File: src/rtl/apb_pkg.sv
// Shared definitions for the multi-slave APB master: FSM states,
// response codes and the slave-index width helper.
package apb_pkg;

    // Bus phase of the master.
    typedef enum logic [1:0] {
        IDLE   = 2'd0,
        SETUP  = 2'd1,
        ACCESS = 2'd2
    } apb_state_e;

    // Internal response codes; rsp_err is any code other than OKAY.
    localparam logic [1:0] OKAY    = 2'd0;
    localparam logic [1:0] SLVERR  = 2'd1;
    localparam logic [1:0] DECERR  = 2'd2;
    localparam logic [1:0] TIMEOUT = 2'd3;

    // Width of the slave index field; a single slave still gets one bit.
    function automatic int APB_SEL_W(input int n);
        return (n > 1) ? $clog2(n) : 1;
    endfunction

endpackage

File: src/rtl/apb_master_mc_mux.sv
// Slave decode and return mux: turns a request index into a mapped flag,
// the latched index into a one-hot select, and picks the selected slave's
// pready/prdata/pslverr.
module apb_slave_mux
    import apb_pkg::*;
#(
    parameter int DATA_W     = 32,
    parameter int NUM_SLAVES = 4,
    parameter int SEL_W      = APB_SEL_W(NUM_SLAVES)
) (
    input  logic [SEL_W-1:0]             req_idx_i,
    input  logic [SEL_W-1:0]             sel_idx_i,
    input  logic [NUM_SLAVES-1:0]        pready_i,
    input  logic [NUM_SLAVES*DATA_W-1:0] prdata_i,
    input  logic [NUM_SLAVES-1:0]        pslverr_i,
    output logic                         req_mapped_o,
    output logic [NUM_SLAVES-1:0]        psel_onehot_o,
    output logic                         pready_o,
    output logic [DATA_W-1:0]            prdata_o,
    output logic                         pslverr_o
);

    // Index decode; a lone slave answers every index, otherwise indices past
    // the last slave match nothing and are reported as unmapped.
    always_comb begin
        req_mapped_o  = 1'b0;
        psel_onehot_o = '0;
        for (int i = 0; i < NUM_SLAVES; i++) begin
            if ((NUM_SLAVES == 1) || (req_idx_i == SEL_W'(i))) begin
                req_mapped_o = 1'b1;
            end
            if ((NUM_SLAVES == 1) || (sel_idx_i == SEL_W'(i))) begin
                psel_onehot_o[i] = 1'b1;
            end
        end
    end

    // Return path from the currently selected slave only.
    always_comb begin
        pready_o  = 1'b0;
        prdata_o  = '0;
        pslverr_o = 1'b0;
        for (int i = 0; i < NUM_SLAVES; i++) begin
            if (psel_onehot_o[i]) begin
                pready_o  = pready_i[i];
                prdata_o  = prdata_i[i*DATA_W +: DATA_W];
                pslverr_o = pslverr_i[i];
            end
        end
    end

endmodule

File: src/rtl/apb_master_mc.sv
// Multi-slave APB master: one transfer at a time from a valid/ready request
// port, SETUP/ACCESS sequencing, decode errors and a one-cycle response.
// Optional ACCESS wait-state timeout: define APB_MASTER_TIMEOUT_EN.
module apb_master_mc
    import apb_pkg::*;
#(
    parameter int ADDR_W         = 32,
    parameter int DATA_W         = 32,
    parameter int NUM_SLAVES     = 4,
    parameter int SEL_LSB        = 12,
    parameter int TIMEOUT_CYCLES = 256
) (
    input  logic                         pclk,
    input  logic                         preset,
    input  logic                         req_valid,
    output logic                         req_ready,
    input  logic                         req_write,
    input  logic [ADDR_W-1:0]            req_addr,
    input  logic [DATA_W-1:0]            req_wdata,
    input  logic [DATA_W/8-1:0]          req_strb,
    output logic                         rsp_valid,
    output logic [DATA_W-1:0]            rsp_rdata,
    output logic                         rsp_err,
    output logic                         rsp_timeout,
    output logic [NUM_SLAVES-1:0]        psel,
    output logic                         penable,
    output logic                         pwrite,
    output logic [ADDR_W-1:0]            paddr,
    output logic [DATA_W-1:0]            pwdata,
    output logic [DATA_W/8-1:0]          pstrb,
    input  logic [NUM_SLAVES-1:0]        pready,
    input  logic [NUM_SLAVES*DATA_W-1:0] prdata,
    input  logic [NUM_SLAVES-1:0]        pslverr
);

    localparam int STRB_W = DATA_W / 8;
    localparam int SEL_W  = APB_SEL_W(NUM_SLAVES);

    apb_state_e          state_q, state_d;
    logic [SEL_W-1:0]    idx_q;
    logic [ADDR_W-1:0]   paddr_q;
    logic                pwrite_q;
    logic [DATA_W-1:0]   pwdata_q;
    logic [STRB_W-1:0]   pstrb_q;
    logic                rsp_valid_q;
    logic [1:0]          rsp_code_q;
    logic [DATA_W-1:0]   rsp_rdata_q;
    logic                decerr_pend_q;

    logic [SEL_W-1:0]      req_idx;
    logic                  req_mapped;
    logic [NUM_SLAVES-1:0] sel_onehot;
    logic                  pready_sel;
    logic [DATA_W-1:0]     prdata_sel;
    logic                  pslverr_sel;
    logic                  accept;
    logic                  complete;
    logic                  timeout_hit;

    assign req_idx = req_addr[SEL_LSB +: SEL_W];

    apb_slave_mux #(
        .DATA_W     (DATA_W),
        .NUM_SLAVES (NUM_SLAVES),
        .SEL_W      (SEL_W)
    ) u_mux (
        .req_idx_i     (req_idx),
        .sel_idx_i     (idx_q),
        .pready_i      (pready),
        .prdata_i      (prdata),
        .pslverr_i     (pslverr),
        .req_mapped_o  (req_mapped),
        .psel_onehot_o (sel_onehot),
        .pready_o      (pready_sel),
        .prdata_o      (prdata_sel),
        .pslverr_o     (pslverr_sel)
    );

    assign accept   = req_valid && req_ready;
    assign complete = (state_q == ACCESS) && pready_sel;

`ifdef APB_MASTER_TIMEOUT_EN
    localparam int TMO_W = $clog2(TIMEOUT_CYCLES) + 1;

    logic [TMO_W-1:0] tmo_cnt_q, tmo_cnt_d;

    // Wait-state counter: restarts with each SETUP, counts stalled ACCESS cycles.
    always_comb begin
        tmo_cnt_d = tmo_cnt_q;
        if (state_q == SETUP) begin
            tmo_cnt_d = '0;
        end else if ((state_q == ACCESS) && !pready_sel) begin
            tmo_cnt_d = tmo_cnt_q + TMO_W'(1);
        end
    end

    // Wait-state counter register.
    always_ff @(posedge pclk) begin
        if (preset) begin
            tmo_cnt_q <= '0;
        end else begin
            tmo_cnt_q <= tmo_cnt_d;
        end
    end

    // The stalled cycle that would make the count reach the limit is the last
    // one; a pready in that same cycle still completes normally.
    assign timeout_hit = (state_q == ACCESS) && !pready_sel &&
                         (tmo_cnt_q == TMO_W'(TIMEOUT_CYCLES - 1));
    assign rsp_timeout = (rsp_code_q == TIMEOUT);
`else
    assign timeout_hit = 1'b0;
    assign rsp_timeout = 1'b0;
`endif

    // FSM state register.
    always_ff @(posedge pclk) begin
        if (preset) begin
            state_q <= IDLE;
        end else begin
            state_q <= state_d;
        end
    end

    // FSM next state; an unmapped request never leaves IDLE.
    always_comb begin
        state_d = state_q;
        case (state_q)
            IDLE: begin
                if (accept && req_mapped) begin
                    state_d = SETUP;
                end
            end
            SETUP: begin
                state_d = ACCESS;
            end
            ACCESS: begin
                if (pready_sel) begin
                    state_d = (accept && req_mapped) ? SETUP : IDLE;
                end else if (timeout_hit) begin
                    state_d = IDLE;
                end
            end
            default: begin
                state_d = IDLE;
            end
        endcase
    end

    // FSM outputs; ready is held low while a queued decode error drains so
    // two responses can never land on the same cycle.
    always_comb begin
        psel      = '0;
        penable   = 1'b0;
        req_ready = 1'b0;
        case (state_q)
            IDLE: begin
                req_ready = !preset && !decerr_pend_q;
            end
            SETUP: begin
                psel = sel_onehot;
            end
            ACCESS: begin
                psel      = sel_onehot;
                penable   = 1'b1;
                req_ready = !preset && pready_sel;
            end
            default: begin
                psel = '0;
            end
        endcase
    end

    // Bus field capture and response generation.
    always_ff @(posedge pclk) begin
        if (preset) begin
            idx_q         <= '0;
            paddr_q       <= '0;
            pwrite_q      <= 1'b0;
            pwdata_q      <= '0;
            pstrb_q       <= '0;
            rsp_valid_q   <= 1'b0;
            rsp_code_q    <= OKAY;
            rsp_rdata_q   <= '0;
            decerr_pend_q <= 1'b0;
        end else begin
            rsp_valid_q   <= 1'b0;
            rsp_code_q    <= OKAY;
            rsp_rdata_q   <= '0;
            decerr_pend_q <= 1'b0;

            if (accept && req_mapped) begin
                idx_q    <= req_idx;
                paddr_q  <= req_addr;
                pwrite_q <= req_write;
                pwdata_q <= req_wdata;
                pstrb_q  <= req_write ? req_strb : '0;
            end

            if (complete) begin
                rsp_valid_q <= 1'b1;
                rsp_code_q  <= pslverr_sel ? SLVERR : OKAY;
                rsp_rdata_q <= (!pwrite_q && !pslverr_sel) ? prdata_sel : '0;
            end else if (timeout_hit) begin
                rsp_valid_q <= 1'b1;
                rsp_code_q  <= TIMEOUT;
            end else if (decerr_pend_q) begin
                rsp_valid_q <= 1'b1;
                rsp_code_q  <= DECERR;
            end

            if (accept && !req_mapped) begin
                if (complete) begin
                    decerr_pend_q <= 1'b1;
                end else begin
                    rsp_valid_q <= 1'b1;
                    rsp_code_q  <= DECERR;
                end
            end
        end
    end

    assign rsp_valid = rsp_valid_q;
    assign rsp_err   = (rsp_code_q != OKAY);
    assign rsp_rdata = rsp_rdata_q;
    assign pwrite    = pwrite_q;
    assign paddr     = paddr_q;
    assign pwdata    = pwdata_q;
    assign pstrb     = pstrb_q;

endmodule

File: config.mk
export PLATFORM = sky130hd
export DESIGN_NAME = apb_master_mc
export DESIGN_NICKNAME = d
export VERILOG_FILES = /design/src/rtl/apb_pkg.sv /design/src/rtl/apb_master_mc_mux.sv /design/src/rtl/apb_master_mc.sv
export SDC_FILE = /design/constraint.sdc
export NUM_CORES = 1
export LEC_CHECK = 0
export ABC_AREA = 1
export BUFFER_PORTS_ARGS = -buffer_cell sky130_fd_sc_hd__buf_2
export CORE_AREA = 2 2 124 126
export DETAILED_ROUTE_END_ITERATION = 8
export DIE_AREA = 0 0 126 128
export SLEW_MARGIN = 40
export SYNTH_ARGS = -nofsm -noshare
export SYNTH_HDL_FRONTEND = slang
export SYNTH_SLANG_ARGS = --single-unit
File: constraint.sdc
create_clock -name pclk -period 2.33 [get_ports pclk]
set_clock_uncertainty 0.15 [all_clocks]
set_input_delay 0.3495 -clock pclk [delete_from_list [all_inputs] [get_ports pclk]]
set_output_delay 0.3495 -clock pclk [all_outputs]
set_load 0.01 [all_outputs]
==> qor.yml, run 1 <==
place:
  place_inst: 1088
  dp_hpwl_um: 12200
  post_dp_cell_area_um2: 6160
  io_buffer_count: 316
  gp_congestion: 0.815
detailed_routing:
  ant_nets: 0
  drt-total-wl_um: 16000
  vias: 5067
  routed_via_density: 4.59
  drt_iter0_markers: 166
  drcViolationCount: 0
  post_drt_wl_per_cell_um: 14.5
  dr.pass1.iters: 4
sta:
  max_freq_ghz: 0.468
  period_minus_slack_ps: 2140
  final-setup-viol-count: 0
  rsz0062_at_grt: "false"
  worst_pin_slew_ps: 751
  post-route-period-util_pct: 91.7
  hold_violations: 0
  timing.hold.ws_ps: 90.4
  relSlewSlack_pct: 49.9
  slew_violations: 0
  setup_tns_ps: 0
floorplan:
  die_h_um: 128
  core_um2: 14900
  row_count: 45
  initial_core_util_pct: 30.1
  die_x_um: 126
  die_area_um2: 16100
  io_pins: 318
cts:
  cts_resized: 0
  clockBufferDepth: 2
  cts_setup_buffers: 0
  cts_root_buffer: "clkbuf_16"
  clk_pin_slew_ps: 80
  cts_tree: "built"
  cts.sinks: 107
  h-tree-depth: 3
  ctsHoldBuffers: 0
  cts_buffers: 9
  clock_latency_ps: 340
global_route:
  grt_antenna_before_repair: 0
  overflow: 0
  gr-usage-all-layers_pct: 19.1
  grt_max_degree: 71
  grt_pass1_vias: 4790
  grt_pass1_wl_um: 24300
worst_setup_path:
  cpPeakStageDelay_ps: 330
  slowest_stage: "dfxtp_1"
  rrSetupSlack_ps: 250
  critPathTopFamily: "buffers and inverters"
  end_kind: "output pin"
  critPathRequiredTime_ps: 1830
  cp_data_arrival_time_ps: 1640
  worstPathCellList: "inv_1 > ha_1 > inv_1 > a21oi_1 > nand2_1 > inv_1 > buf_2"
  critPathLaunchType: "flop"
  path_buf_inv: 4
  crit_type: "reg2out"
  cp_max_fo: 4
  critPathMostFrequentCell: "inv_1"
logic_synthesis:
  synth.distinct_cells: 23
  synth-seq-cells: 107
  ys_seq_area_share_pct: 47.8
  synthesis.area_um2: 4480
  syn_area_per_cell_um2: 7.32
  yosys_warnings: 0
  syn_inst: 612
power_and_ir_drop:
  power.total_mw: 4.82
  power_density_nw_per_um2: 746
  p_leak_nw: 3.25
  ir_drop_mv: 0.375
finish:
  layout_commonest_cell: "buf_2"
  antenna_cells: 0
  design_area_um2: 6470
  layout.cells.non_filler: 1104
  final_cell_mix: "buf_2, nand2_1, dfxtp_1"
  final_nets: 1123
  syn2layout_area_growth_pct: 44.3
  drive_gt1_share_pct: 39.1
run:
  drv_cap: 0
status:
  status: "complete, no violations"
hold_path:
  worstHoldPathType: "in2reg"
cell families (layout without fill, tap and decap cells):
group	count (synthesis)	after routing	synth area share [%]
adders and majority gates	4	4	1.12
AOI/OAI and AO/OA	141	141	15.8
and+or+nand+nor	298	298	27.3
buffers and inverters	61	364	7.82
DFF	107	107	47.8
other	1	2	0.0837
cell type report:
class	count	area [um2]
fillers	1629	8400
flip-flops and latches	107	2140
multi-input cells	445	1990
repair buffers	332	1730
clock buffers	10	239
well taps	188	235
clock inverters	6	71.3
inverters	16	60.1
worst register-to-register path, cell delays in order (launching register included):
cell     delay [ps]
dfxtp_1         330
inv_1           100
ha_1            240
inv_1            80
a21oi_1         260
nand3_2         180
inv_2           110
buf_4           330
nand2_1         100
a21oi_1         130
power by group:
part	total [mW]	leakage [nW]	internal, mW	switching (mW)
logic	1.22	2.23	0.489	0.726
clock network	1.60	0.151	0.876	0.721
registers	2.01	0.867	1.95	0.0661
total	4.82	3.25	3.31	1.51
per-stage QoR:
step | worst slack [ps] | utilization, %
2_1_floorplan | 549 | -
3_3_place_gp | 337 | 41.4
3_5_place_dp | 252 | 41.4
4_1_cts | 120 | 43.5
5_1_grt | 45.1 | 43.5
6_report | 193 | 43.5
cell usage after synthesis:
| cell | instances | area, um2 |
|---|---|---|
| nand3_1 | 43 | 215 |
| nor3_1 | 3 | 15.0 |
| o21ai_2 | 1 | 8.76 |
| nand4_1 | 2 | 12.5 |
| buf_6 | 10 | 113 |
| buf_2 | 7 | 35.0 |
| nand2_1 | 208 | 781 |
| o21ai_1 | 1 | 5.00 |
| inv_2 | 2 | 7.51 |
| buf_4 | 7 | 52.6 |
| clkbuf_1 | 20 | 75.1 |
| dfxtp_1 | 107 | 2140 |
| conb_1 | 1 | 3.75 |
| a21oi_1 | 73 | 365 |
| nand4_2 | 1 | 12.5 |
| nand3_2 | 4 | 40.0 |
| ha_1 | 4 | 50.1 |
| nor2_4 | 1 | 11.3 |
| buf_8 | 1 | 15.0 |
| or2_2 | 1 | 6.26 |
| nor2_1 | 35 | 131 |
| inv_1 | 14 | 52.6 |
| o21ai_0 | 66 | 330 |
registers in the layout (all words and copies together) (netlist names):
signal and count:
decerr_pend_q 1, idx_q 1, paddr 31, pstrb 4, pwdata 32, pwrite 1
rsp_code_q 2, rsp_rdata 32, rsp_valid 1, state_q 2
routing by layer:
layer | track usage, % | routed length, um | vias up
met5 | 0 | 0 | -
met4 | 8.08 | 442 | 0
met1 | 20.9 | 6150 | 2234
met2 | 34.8 | 8080 | 221
li1 | - | - | 2583
met3 | 5.09 | 1370 | 29
worst paths after layout:
check / depth (start not counted) / end / from
worst max-delay path: 7 / req_ready / state_q[0]
worst max register to register: 9 / pwdata[22] / state_q[0]
worst min-delay path: 3 / paddr[8] / req_addr[8]
worst min register to register: 2 / pwdata[1] / pwdata[1]
(Power assumes the default switching activity.)
==> run 2, diff against run 1 <==
CORE_AREA = 2 2 125 127   (was 2 2 124 126)
DIE_AREA = 0 0 127 129   (was 0 0 126 128)
==> qor.yml, run 2 (synthesized netlist as in run 1, its figures left out) <==
global_route:
  grt_pass1_wl_um: 23700  # -2.4%
  gr-usage-all-layers_pct: 18.2  # -0.86 points
  grt_antenna_before_repair: 2  # +2
  grt_pass1_vias: 4567  # -4.7%
  overflow: 0  # unchanged
  grt_max_degree: 75  # +5.6%
place:
  dp_hpwl_um: 11800  # -3.2%
  io_buffer_count: 316  # unchanged
  post_dp_cell_area_um2: 6150  # -0.16%
  gp_congestion: 0.810  # -0.58%
sta:
  rsz0062_at_grt: "false"
  slew_violations: 0  # unchanged
  worst_pin_slew_ps: 758  # +6.92 ps
  post-route-period-util_pct: 89.9  # -1.9 points
  relSlewSlack_pct: 49.4  # -0.46 points
  max_freq_ghz: 0.478  # +2.1%
  setup_tns_ps: 0  # unchanged
  period_minus_slack_ps: 2090  # -43.2 ps
  timing.hold.ws_ps: 94.0  # +3.65 ps
  hold_violations: 0  # unchanged
  final-setup-viol-count: 0  # unchanged
worst_setup_path:
  endpoint: "req_ready"
  cp_max_fo: 4  # unchanged
  r2r_cells: 9  # unchanged
  rrSetupSlack_ps: 280  # +30 ps
  r2r_start: "state_q[0]"
  critPathLaunchType: "flop"
  crit_type: "reg2out"
  regToRegEndpoint: "pstrb[2]"
  startpoint: "state_q[0]"
  end_kind: "output pin"
  critPathRequiredTime_ps: 1830  # about the same
  cp_data_arrival_time_ps: 1590  # -50 ps
detailed_routing:
  wl_met1_um: 6310  # +2.5%
  ant_nets: 0  # unchanged
  vias: 5072  # +0.099%
  routed_via_density: 4.60  # +0.28%
  drt-total-wl_um: 15900  # -0.75%
  route.met3.wl_um: 1470  # +7.2%
  drcViolationCount: 0  # unchanged
  topRoutingLayerUsed: "met5"
  post_drt_wl_per_cell_um: 14.4  # -0.57%
  dr.pass1.iters: 4  # unchanged
  drt_iter0_markers: 175  # +5.4%
  wl_met2_um: 7790  # -3.6%
run:
  drv_cap: 0  # unchanged
power_and_ir_drop:
  power_density_nw_per_um2: 742  # -0.51%
  power.total_mw: 4.80  # -0.59%
  ir_drop_mv: 0.340  # -9.4%
  p_leak_nw: 3.24  # -0.15%
floorplan:
  row_count: 45  # unchanged
  die_h_um: 129  # +0.78%
  initial_core_util_pct: 29.9  # -0.23 points
  die_area_um2: 16400  # +1.6%
  io_pins: 318  # unchanged
  core_um2: 15000  # +0.76%
  die_x_um: 127  # +0.79%
cts:
  ctsHoldBuffers: 0  # unchanged
  clockBufferDepth: 2  # unchanged
  cts_root_buffer: "clkbuf_16"
  cts_buffers: 9  # unchanged
  cts.sinks: 107  # unchanged
  clk_pin_slew_ps: 80  # about the same
  clock_latency_ps: 340  # about the same
  cts_tree: "built"
  h-tree-depth: 3  # unchanged
hold_path:
  worstHoldPathType: "in2reg"
finish:
  syn2layout_area_growth_pct: 44.2  # about the same
  layout_commonest_cell: "buf_2"
  design_area_um2: 6460  # about the same
  final_core_util_pct: 43.1  # -0.36 points
  final_cell_mix: "buf_2, nand2_1, dfxtp_1"
  drive_gt1_share_pct: 39.0  # -0.091 points
  final_nets: 1120  # -0.27%
status:
  status: "complete, no violations"
==> run 2: changes by cell type in the layout (fill, tap and decap cells not counted) <==
cell / delta
a21oi_2: +1
a21oi_1: -1
buf_4: -4
clkinvlp_4: -1
inv_8: -1
diode_2: +1
clkinv_4: +1
inv_6: +1
buf_12: +1
==> run 2: how the worst min path moves through the flow <==
stage	startpoint	to	slack (ps)	cells after the start
floorplan	decerr_pend_q	rsp_code_q[1]	290	2
global placement	paddr[18]	paddr[18]	300	2
detailed placement	pwdata[21]	pwdata[21]	300	2
CTS	req_wdata[27]	pwdata[27]	80	3
global route	req_addr[16]	paddr[16]	90	3
finish	req_wdata[10]	pwdata[10]	90	3
==> run 2: worst max-delay path: stages (launching register included) <==
cell     delay (ps)
dfxtp_1         330
inv_1           120
ha_1            250
inv_1            90
a21oi_2         190
nand2_1          80
inv_1            50
buf_2           140
==> run 2: layout make-up <==
cell class	count	area, um2
diodes	1	2.50
clock buffers	10	239
clock inverters	6	70.1
fillers	1616	8520
inverters	16	60.1
multi-input cells	445	2000
flip-flops and latches	107	2140
well taps	188	235
repair buffers	329	1720
==> run 2: through the flow <==
stage          setup WS [ps]  cells
3_5_place_dp             240   1085
4_1_cts                  146   1101
5_1_grt                  103   1101
6_report                 236   1102
3_3_place_gp             330   1085
2_1_floorplan            549    613
==> run 2: repair_timing <==
item	in CTS	in global routing
setup buffers	0	0
setup endpoints to repair	0	1
gates resized for setup	0	1
==> run 2: where the power goes <==
group / switching, mW / total, mW / internal, mW
clock network: 0.711 / 1.58 / 0.874
logic: 0.717 / 1.20 / 0.482
registers: 0.0661 / 2.01 / 1.95
total: 1.49 / 4.80 / 3.30
==> run 2: per-layer routing <==
metal / GRT usage [%] / vias to the layer above
met5: 0 / -
met4: 6.46 / 2
met3: 5.86 / 26
met2: 32.0 / 228
met1: 20.9 / 2235
li1: - / 2581
==> run 3, diff against run 2 <==
PLACE_DENSITY = 0.64   (was default)
SKIP_CTS_REPAIR_TIMING = 1   (was default)
==> qor.yml, run 3 (synthesized netlist as in run 1, its figures left out) <==
detailed_routing:
  post_drt_wl_per_cell_um: 14.2  # -1.6%
  ant_nets: 0  # unchanged
  routed_via_density: 4.56  # -0.86%
  drcViolationCount: 0  # unchanged
  vias: 5024  # -0.95%
  drt_iter0_markers: 216  # +23%
  dr.pass1.iters: 5  # +1
  drt-total-wl_um: 15600  # -1.7%
hold_path:
  min-delay-start: "req_addr[21]"
  worstHoldPathType: "in2reg"
  hold_depth: 3  # unchanged
worst_setup_path:
  cpPeakStageDelay_ps: 530  # +200 ps
  startpoint: "paddr[13]"
  crit_type: "reg2out"
  slowest_stage: "dfxtp_1"
  cp_max_fo: 19  # +15
  worstPathCellList: "nand2_1 > buf_4 > nor2_1 > buf_2"
  end_kind: "output pin"
  cp_data_arrival_time_ps: 1680  # +90 ps
  critPathRequiredTime_ps: 1830  # about the same
  r2r_start: "state_q[0]"
  critPathLaunchType: "flop"
  r2r_cells: 9  # unchanged
cts:
  cts_buffers: 9  # unchanged
  cts_tree: "built"
  clock_latency_ps: 350  # about the same
  clockBufferDepth: 2  # unchanged
  cts.sinks: 107  # unchanged
  clk_pin_slew_ps: 80  # about the same
  cts_root_buffer: "clkbuf_16"
  h-tree-depth: 3  # unchanged
finish:
  multiInputGateArea_um2: 1990  # -0.19%
  final_cell_mix: "buf_2, nand2_1, dfxtp_1"
  drive_gt1_share_pct: 38.8  # -0.18 points
  nFillCells: 1590  # -1.6%
  layout_commonest_cell: "buf_2"
  final_nets: 1119  # -0.089%
  regArea_um2: 2140  # unchanged
  syn2layout_area_growth_pct: 43.5
  layout.cells.non_filler: 1101  # -0.091%
power_and_ir_drop:
  power_density_nw_per_um2: 745  # +0.37%
  p_leak_nw: 3.22  # -0.70%
  switching_share_pct: 31.8  # +0.60 points
  p_clk_share_pct: 33.5  # +0.5 points
  share_seq_of_total_power_pct: 42.0  # about the same
  power.total_mw: 4.79  # -0.12%
  p_int_mw: 3.27  # -1.0%
  p_sw_mw: 1.52  # +1.8%
  comb_power_share_pct: 24.5  # -0.5 points
  ir_drop_mv: 0.293  # -14%
floorplan:
  core_um2: 15000  # unchanged
  initial_core_util_pct: 29.9  # unchanged
  die_x_um: 127  # unchanged
  row_count: 45  # unchanged
  io_pins: 318  # unchanged
  die_area_um2: 16400  # unchanged
  die_h_um: 129  # unchanged
sta:
  setup_ws_ps: 150  # -86.1 ps
  timing.hold.ws_ps: 84.9  # -9.17 ps
  post-route-period-util_pct: 93.6  # +3.7 points
  final-setup-viol-count: 0  # unchanged
  relSlewSlack_pct: 50.9  # +1.4 points
  rsz0062_at_grt: "true"
  hold_violations: 0  # unchanged
  slew_violations: 0  # unchanged
  setup_tns_ps: 0  # unchanged
  worst_pin_slew_ps: 737  # -21.3 ps
  period_minus_slack_ps: 2180  # +86.1 ps
  max_freq_ghz: 0.459  # -3.9%
status:
  status: "complete, no violations"
place:
  gp_congestion: 0.796  # -1.7%
  io_buffer_count: 316  # unchanged
  place_inst: 1084  # -0.092%
  dp_hpwl_um: 11600  # -1.8%
  dp_slack_ps: 233  # -7.16 ps
global_route:
  grt_pass1_wl_um: 23300  # -1.7%
  overflow: 0  # unchanged
  gr-usage-all-layers_pct: 18.1  # -0.14 points
  grt_antenna_before_repair: 2  # unchanged
  grt_pass1_vias: 4620  # +1.2%
  grt_max_degree: 71  # -5.3%
run:
  drv_cap: 0  # unchanged
==> run 3: path summary, 6_finish.rpt <==
kind	end	slack [ps]
worst max-delay path	psel[3]	150
worst min-delay path	paddr[21]	80
worst max register to register	pwdata[14]	300
worst min register to register	pwdata[10]	310
==> run 3: per-stage QoR <==
stage / area (um2) / utilization, %
3_5_place_dp: 6110 / 40.8
3_3_place_gp: 6110 / 40.8
6_report: 6430 / 42.9
4_1_cts: 6420 / 42.9
5_1_grt: 6430 / 42.9
2_1_floorplan: 4480 / -
==> run 3: worst max-delay path: cells and delay by family, from the launching register on <==
| family | cells | cell delay (ps) |
|---|---|---|
| flops | 1 | 530 |
| buf+inv | 2 | 420 |
| simple gates | 2 | 370 |
==> run 3: power by group through the flow <==
stage	sequential, mW	clock [mW]	combinational [mW]
after floorplan	2.10	0	0.707
after global placement	2.05	0	1.19
after detailed placement	2.06	0	1.19
after CTS	2.01	1.66	1.20
after global routing	2.03	1.74	1.33
final	2.01	1.60	1.17
==> run 3: routing by layer <==
metal	GRT usage, %	up-vias	wire length [um]
li1	-	2569	-
met1	20.4	2198	6130
met2	31.3	222	7500
met3	5.32	33	1460
met4	9.05	2	544
met5	0	-	11
==> run 3: cell type report <==
| cell class | instances | share of cell area (%) |
|---|---|---|
| Timing Repair Buffer | 328 | 26.3 |
| Sequential cell | 107 | 33.3 |
| Clock buffer | 9 | 3.50 |
| Inverter | 16 | 0.934 |
| Multi-Input combinational cell | 445 | 31.0 |
| Clock inverter | 7 | 1.32 |
| Antenna cell | 1 | 0.0389 |
| Tap cell | 188 | 3.66 |
